$ cat src/rtl/bsg_imul_iterative_if.sv
// Request/result channel of the iterative multiplier: v/ready_and request side, v/yumi result side.
// master drives requests and consumes results; slave is the multiplier.
interface bsg_imul_iterative_if #(
    parameter int width_p = 32
);
    logic               v_i;
    logic               ready_and_o;
    logic [width_p-1:0] opA_i;
    logic [width_p-1:0] opB_i;
    logic               signed_i;
    logic               gets_high_part_i;
    logic               v_o;
    logic [width_p-1:0] result_o;
    logic               yumi_i;

    modport master (
        output v_i, opA_i, opB_i, signed_i, gets_high_part_i, yumi_i,
        input  ready_and_o, v_o, result_o
    );

    modport slave (
        input  v_i, opA_i, opB_i, signed_i, gets_high_part_i, yumi_i,
        output ready_and_o, v_o, result_o
    );
endinterface

$ cat src/rtl/bsg_imul_iterative.sv
// Iterative shift-add multiplier on operand magnitudes, one multiplier bit per cycle,
// with a final two's-complement fix-up; returns the low or high product word.
module bsg_imul_iterative #(
    parameter int width_p = 32
) (
    input  logic                 clk_i,
    input  logic                 reset_i,
    bsg_imul_iterative_if.slave  bus
);
    localparam int cnt_w = $clog2(width_p);

    typedef enum logic [1:0] {
        IDLE = 2'd0,
        CALC = 2'd1,
        ADJ  = 2'd2,
        DONE = 2'd3
    } state_e;

    state_e               state_r, state_n;
    logic [2*width_p-1:0] product_r;
    logic [width_p-1:0]   mcand_r;
    logic [width_p-1:0]   mplier_r;
    logic [cnt_w-1:0]     count_r;
    logic                 neg_r;
    logic                 high_r;
    logic                 accept;
    logic                 last_calc;
    logic [width_p:0]     sum;

    function automatic logic [width_p-1:0] magnitude(input logic [width_p-1:0] op,
                                                     input logic               sgn);
        return (sgn & op[width_p-1]) ? -op : op;
    endfunction

    assign accept    = bus.v_i & (state_r == IDLE);
    assign last_calc = (count_r == cnt_w'(width_p - 1));
    // Upper product half plus the multiplicand, keeping the carry as bit width_p.
    assign sum       = {1'b0, product_r[2*width_p-1:width_p]}
                     + {1'b0, (mplier_r[0] ? mcand_r : '0)};

    // NOTE: sequential state is written with non-blocking assignments so every
    // register samples the pre-edge values, independent of block ordering.
    always_ff @(posedge clk_i) begin
        if (reset_i) state_r <= IDLE;
        else         state_r <= state_n;
    end

    // NOTE: every always_comb output gets a default first, so no path leaves a
    // signal unassigned and no latch is inferred.
    always_comb begin
        state_n         = state_r;
        bus.ready_and_o = 1'b0;
        bus.v_o         = 1'b0;
        unique case (state_r)
            IDLE: begin
                bus.ready_and_o = 1'b1;
                if (bus.v_i) state_n = CALC;
            end
            CALC: if (last_calc) state_n = ADJ;
            ADJ:  state_n = DONE;
            DONE: begin
                bus.v_o = 1'b1;
                if (bus.yumi_i) state_n = IDLE;
            end
            default: state_n = IDLE;
        endcase
    end

    // NOTE: only registers visible at the outputs (product, counter, mode flags)
    // are reset; the operand registers are always loaded at accept before use.
    always_ff @(posedge clk_i) begin
        if (reset_i) begin
            product_r <= '0;
            count_r   <= '0;
            neg_r     <= 1'b0;
            high_r    <= 1'b0;
        end else if (accept) begin
            product_r <= '0;
            count_r   <= '0;
            neg_r     <= bus.signed_i & (bus.opA_i[width_p-1] ^ bus.opB_i[width_p-1]);
            high_r    <= bus.gets_high_part_i;
        end else if (state_r == CALC) begin
            product_r <= {sum, product_r[width_p-1:1]};
            count_r   <= count_r + cnt_w'(1);
        end else if (state_r == ADJ && neg_r) begin
            product_r <= -product_r;
        end
    end

    always_ff @(posedge clk_i) begin
        if (accept) begin
            mcand_r  <= magnitude(bus.opA_i, bus.signed_i);
            mplier_r <= magnitude(bus.opB_i, bus.signed_i);
        end else if (state_r == CALC) begin
            mplier_r <= mplier_r >> 1;
        end
    end

    assign bus.result_o = high_r ? product_r[2*width_p-1:width_p] : product_r[width_p-1:0];
endmodule

$ cat src/flat_wrapper.sv
// flat-port wrapper written by rule: the top's interface ports become plain ports
module bsg_imul_iterative_flat 
#(
    parameter int width_p = 32
)
  (clk_i, reset_i, bus_v_i, bus_opA_i, bus_opB_i, bus_signed_i, bus_gets_high_part_i, bus_yumi_i, bus_ready_and_o, bus_v_o, bus_result_o);
  bsg_imul_iterative_if #(.width_p(width_p)) bus_i ();
  input  logic clk_i;
  input  logic reset_i;
  input wire logic [$bits(bus_i.v_i)-1:0] bus_v_i;
  input wire logic [$bits(bus_i.opA_i)-1:0] bus_opA_i;
  input wire logic [$bits(bus_i.opB_i)-1:0] bus_opB_i;
  input wire logic [$bits(bus_i.signed_i)-1:0] bus_signed_i;
  input wire logic [$bits(bus_i.gets_high_part_i)-1:0] bus_gets_high_part_i;
  input wire logic [$bits(bus_i.yumi_i)-1:0] bus_yumi_i;
  output wire logic [$bits(bus_i.ready_and_o)-1:0] bus_ready_and_o;
  output wire logic [$bits(bus_i.v_o)-1:0] bus_v_o;
  output wire logic [$bits(bus_i.result_o)-1:0] bus_result_o;
  assign bus_i.v_i = bus_v_i;
  assign bus_i.opA_i = bus_opA_i;
  assign bus_i.opB_i = bus_opB_i;
  assign bus_i.signed_i = bus_signed_i;
  assign bus_i.gets_high_part_i = bus_gets_high_part_i;
  assign bus_i.yumi_i = bus_yumi_i;
  assign bus_ready_and_o = bus_i.ready_and_o;
  assign bus_v_o = bus_i.v_o;
  assign bus_result_o = bus_i.result_o;
  bsg_imul_iterative #(.width_p(width_p)) u_core (.clk_i(clk_i), .reset_i(reset_i), .bus(bus_i));
endmodule
$ cat config.mk
export PLATFORM = sky130hd
export DESIGN_NAME = bsg_imul_iterative_flat
export DESIGN_NICKNAME = d
export VERILOG_FILES = /design/src/rtl/bsg_imul_iterative_if.sv /design/src/rtl/bsg_imul_iterative.sv /design/src/flat_wrapper.sv
export SDC_FILE = /design/constraint.sdc
export NUM_CORES = 1
export LEC_CHECK = 0
export ABC_AREA = 1
export ABC_CLOCK_PERIOD_IN_PS = 3600
export BUFFER_PORTS_ARGS = -buffer_cell sky130_fd_sc_hd__buf_4
export CORE_ASPECT_RATIO = 0.75
export CORE_UTILIZATION = 30
export DETAILED_ROUTE_END_ITERATION = 7
export GPL_ROUTABILITY_DRIVEN = 0
export GPL_TIMING_DRIVEN = 0
export PLACE_DENSITY = 0.52
export REMOVE_ABC_BUFFERS = 1
export SLEW_MARGIN = 20
export SYNTH_ARGS = -nofsm -noshare
export SYNTH_HDL_FRONTEND = slang
export SYNTH_SLANG_ARGS = --single-unit
$ cat constraint.sdc
create_clock -name clk_i -period 3.6 [get_ports clk_i]
set_input_delay 0.72 -clock clk_i [delete_from_list [all_inputs] [get_ports clk_i]]
set_output_delay 0.72 -clock clk_i [all_outputs]
set_load 0.01 [all_outputs]
==> out/metrics.cfg <==
[run_status]
status = complete, no violations

[yosys]
ys_seq_area_frac = 0.2877
yosysTopAreaCell = nand2_1
synth_edf_count = 64
synth.distinct_cells = 49
async_flop_share = 0
yosysTopAreaCellShare = 0.1660
synthCells = 1878
yosysWarnings = 0
synth-seq-cells = 137
synth_area_sq_um = 11760
netlist_top_cells_area = nand2_1 (17%), edfxtp_1 (16%), dfxtp_1 (12%), nor2_1 (7.9%), inv_1 (7.7%)
ys_dominant_reg_cell = dfxtp_1
postSynthAreaPerCell_sq_um = 6.262

[sta]
max_clock_freq_ghz = 0.3182
worstMarginPinSlew_ns = 1.104
holdWs_ns = 0.4696
rsz0062_at_grt = no
setup_tns_ns = 0
fin_crit_ns = 3.143
fin_crit_sh = 0.8730
clock_skew_ns = 0.02046
slew_headroom = 0.2630
setup_viol = 0
drv_slew = 0
hold_viol = 0

[grt]
gr-total-overflow = 0
grt_max_degree = 50
antenna_found_initial = 1
grt_pass1_vias = 11170
grt_pass1_wl_mm = 61.82
grt_usage = 0.1986

[drt]
ant_nets = 0
via_count = 12350
first_pass_iters = 6
via_per_inst = 4.976
drc = 0
wl_mm = 40.25
wl_per_cell_um = 16.22
first_iter_violations = 1137

[clocking]
clk_pin_slew_worst_paths_ns = 0.07
cts_root_buf = clkbuf_16
cts_sinks = 137
cts_buffers = 17
insertion_delay_ns = 0.45
cts_tree = built
hold_buffers = 0
cts_buffer_depth = 2
h-tree-depth = 4

[setup_path]
worst_setup_path_start_kind = flop
cp_slowest_stage_delay_ns = 0.80
required_ns = 3.94
end_kind = flop
worstSetupPathType = reg -> reg
crit_family = buffers and inverters
crit_fanout = 35
critPathBufInv = 4
crit_chain = inv_1, ha_4, buf_12, nor2_4, buf_16, inv_1, o21ai_0, nor2_1, nor2_1
slowest_stage = inv_1
arrival_ns = 3.48

[die]
die_y_um = 173.5
fp-row-count = 62
ios = 104
core_sq_um = 38480
die_area_sq_um = 40000
start_util = 0.3056
die_w_um = 230.6

[pwr]
p_per_area_nw_per_um2 = 653.3
vdd_ir_drop_max_mv = 0.3870
power.leakage_nw = 6.554

[finish]
synthToLayoutAreaGrowth_pct = 16.91
num-nets-final = 2068
n_fill_cell = 4304
drive_above_1_share = 0.1061

[placement]
io_buffers = 103
dp_hpwl_mm = 31.97

[flow_run]
maxCapViolCount = 0

[min_path]
hold_class = reg -> reg

[worst reg2reg max path, stage by stage, from the launching register on]
cell	delay, ns
dfxtp_1	0.33
inv_1	0.13
ha_4	0.45
buf_12	0.29
nor2_4	0.19
buf_16	0.21
inv_1	0.81
o21ai_0	0.40
nor2_1	0.19
nor2_1	0.05
[layer usage]
layer / wire, um / track usage / vias to the layer above
met3: 2654 / 0.03865 / 48
met1: 21140 / 0.3098 / 5650
met2: 15830 / 0.2732 / 352
met4: 627 / 0.04746 / 0
met5: 0 / 0 / -
li1: - / - / 6301
[area by class of cell]
type | instances | area (sq um) | share of cell area
Multi-Input combinational cell | 1440 | 7273 | 0.5290
Clock buffer | 20 | 466.7 | 0.03395
Inverter | 250 | 938.4 | 0.06826
Tap cell | 512 | 640.6 | 0.04660
Antenna cell | 1 | 2.502 | 0.0001820
Sequential cell | 137 | 3385 | 0.2462
Timing Repair Buffer | 110 | 927.1 | 0.06744
Clock inverter | 12 | 115.1 | 0.008373
[metrics by stage]
stage / setup slack [ns] / instance area, sq um / cells / util / total power [mW]
finish: 0.4571 / 13750 / 2482 / 0.3573 / 8.982
global route: 0.1866 / 13750 / 2481 / 0.3572 / 9.648
CTS: 0.3233 / 13730 / 2480 / 0.3570 / 8.950
detailed placement: 0.3498 / 13150 / 2448 / 0.3418 / 7.132
global placement: -3.055 / 12970 / 2442 / 0.3371 / 6.978
floorplan: -0.2459 / 11550 / 1827 / - / 5.527
[cell families (layout without fill, tap and decap cells)]
| logic type | after synthesis | after routing | share of synthesized area |
|---|---|---|---|
| compound gates | 290 | 290 | 0.1354 |
| xor+xnor | 62 | 62 | 0.04618 |
| simple gates | 1046 | 1046 | 0.3881 |
| other cells | 0 | 1 | 0 |
| fa+ha+maj | 42 | 42 | 0.04532 |
| buf+inv | 301 | 392 | 0.09724 |
| flops | 137 | 137 | 0.2877 |
[cells in the mapped netlist (2+ instances only)]
library cell and number:
inv_2 8, nor3_1 30, a21oi_1 91, o21a_1 3, nand3_2 3, nand4_1 33
buf_2 5, nor3b_1 2, o31ai_1 5, nor2_2 17, a211oi_1 2, nor2_4 12
nand3b_1 8, nand2_2 4, nand3_1 149, o22ai_1 3, xnor2_1 11, nand2_1 520
or2_2 7, xor2_1 51, and3_1 2, edfxtp_1 64, o21ai_0 115, nor3_2 2
o2111ai_1 2, a21o_1 4, inv_1 241, nor3_4 3, nor4_1 3, ha_1 41
a31oi_1 40, clkbuf_1 41, o21bai_1 8, o21ai_1 10, nor2_1 246, o211ai_1 4
buf_1 4, dfxtp_1 73
[state kept, by name (all words and copies together), names as in the netlist]
signal	count
u_core.mplier_r	32
u_core.product_r	64
u_core.neg_r	1
u_core.high_r	1
u_core.mcand_r	32
u_core.count_r	5
u_core.state_r	2
[layout by cell type (no fill, tap or decap), drive strengths merged, types with 5 or more instances in the layout]
cell / Yosys / routed
nand2: 524 / 524
nor2: 275 / 275
inv: 249 / 253
nand3: 153 / 153
o21ai: 125 / 125
buf: 10 / 110
a21oi: 91 / 91
dfxtp: 73 / 73
edfxtp: 64 / 64
xor2: 51 / 51
ha: 41 / 41
a31oi: 40 / 40
nor3: 35 / 35
nand4: 34 / 34
clkbuf: 41 / 20
xnor2: 11 / 11
nand3b: 9 / 9
o21bai: 8 / 8
or2: 8 / 8
clkinv: 1 / 7
o31ai: 5 / 5
[timing repair]
action,in CTS,in global routing
resized for setup,0,0
endpoints found under the setup margin,0,1
buffers inserted,0,1
[report_power, final]
group / switching (mW) / internal (mW)
registers: 0.406 / 2.18
clock network: 0.773 / 1.01
logic: 3.11 / 1.50
[worst paths after layout]
path	from	endpoint	slack, ns	cells after the start
min	u_core.count_r[4]$_SDFFE_PP0P_	u_core.count_r[4]$_SDFFE_PP0P_	0.47	2
max	u_core.state_r[1]$_SDFFE_PP0P_	u_core.product_r[44]$_SDFFE_PP0P_	0.46	9
min reg2reg	u_core.count_r[4]$_SDFFE_PP0P_	u_core.count_r[4]$_SDFFE_PP0P_	0.47	2
max reg2reg	u_core.state_r[1]$_SDFFE_PP0P_	u_core.product_r[44]$_SDFFE_PP0P_	0.46	9
Power figures use the tool's default switching activity.
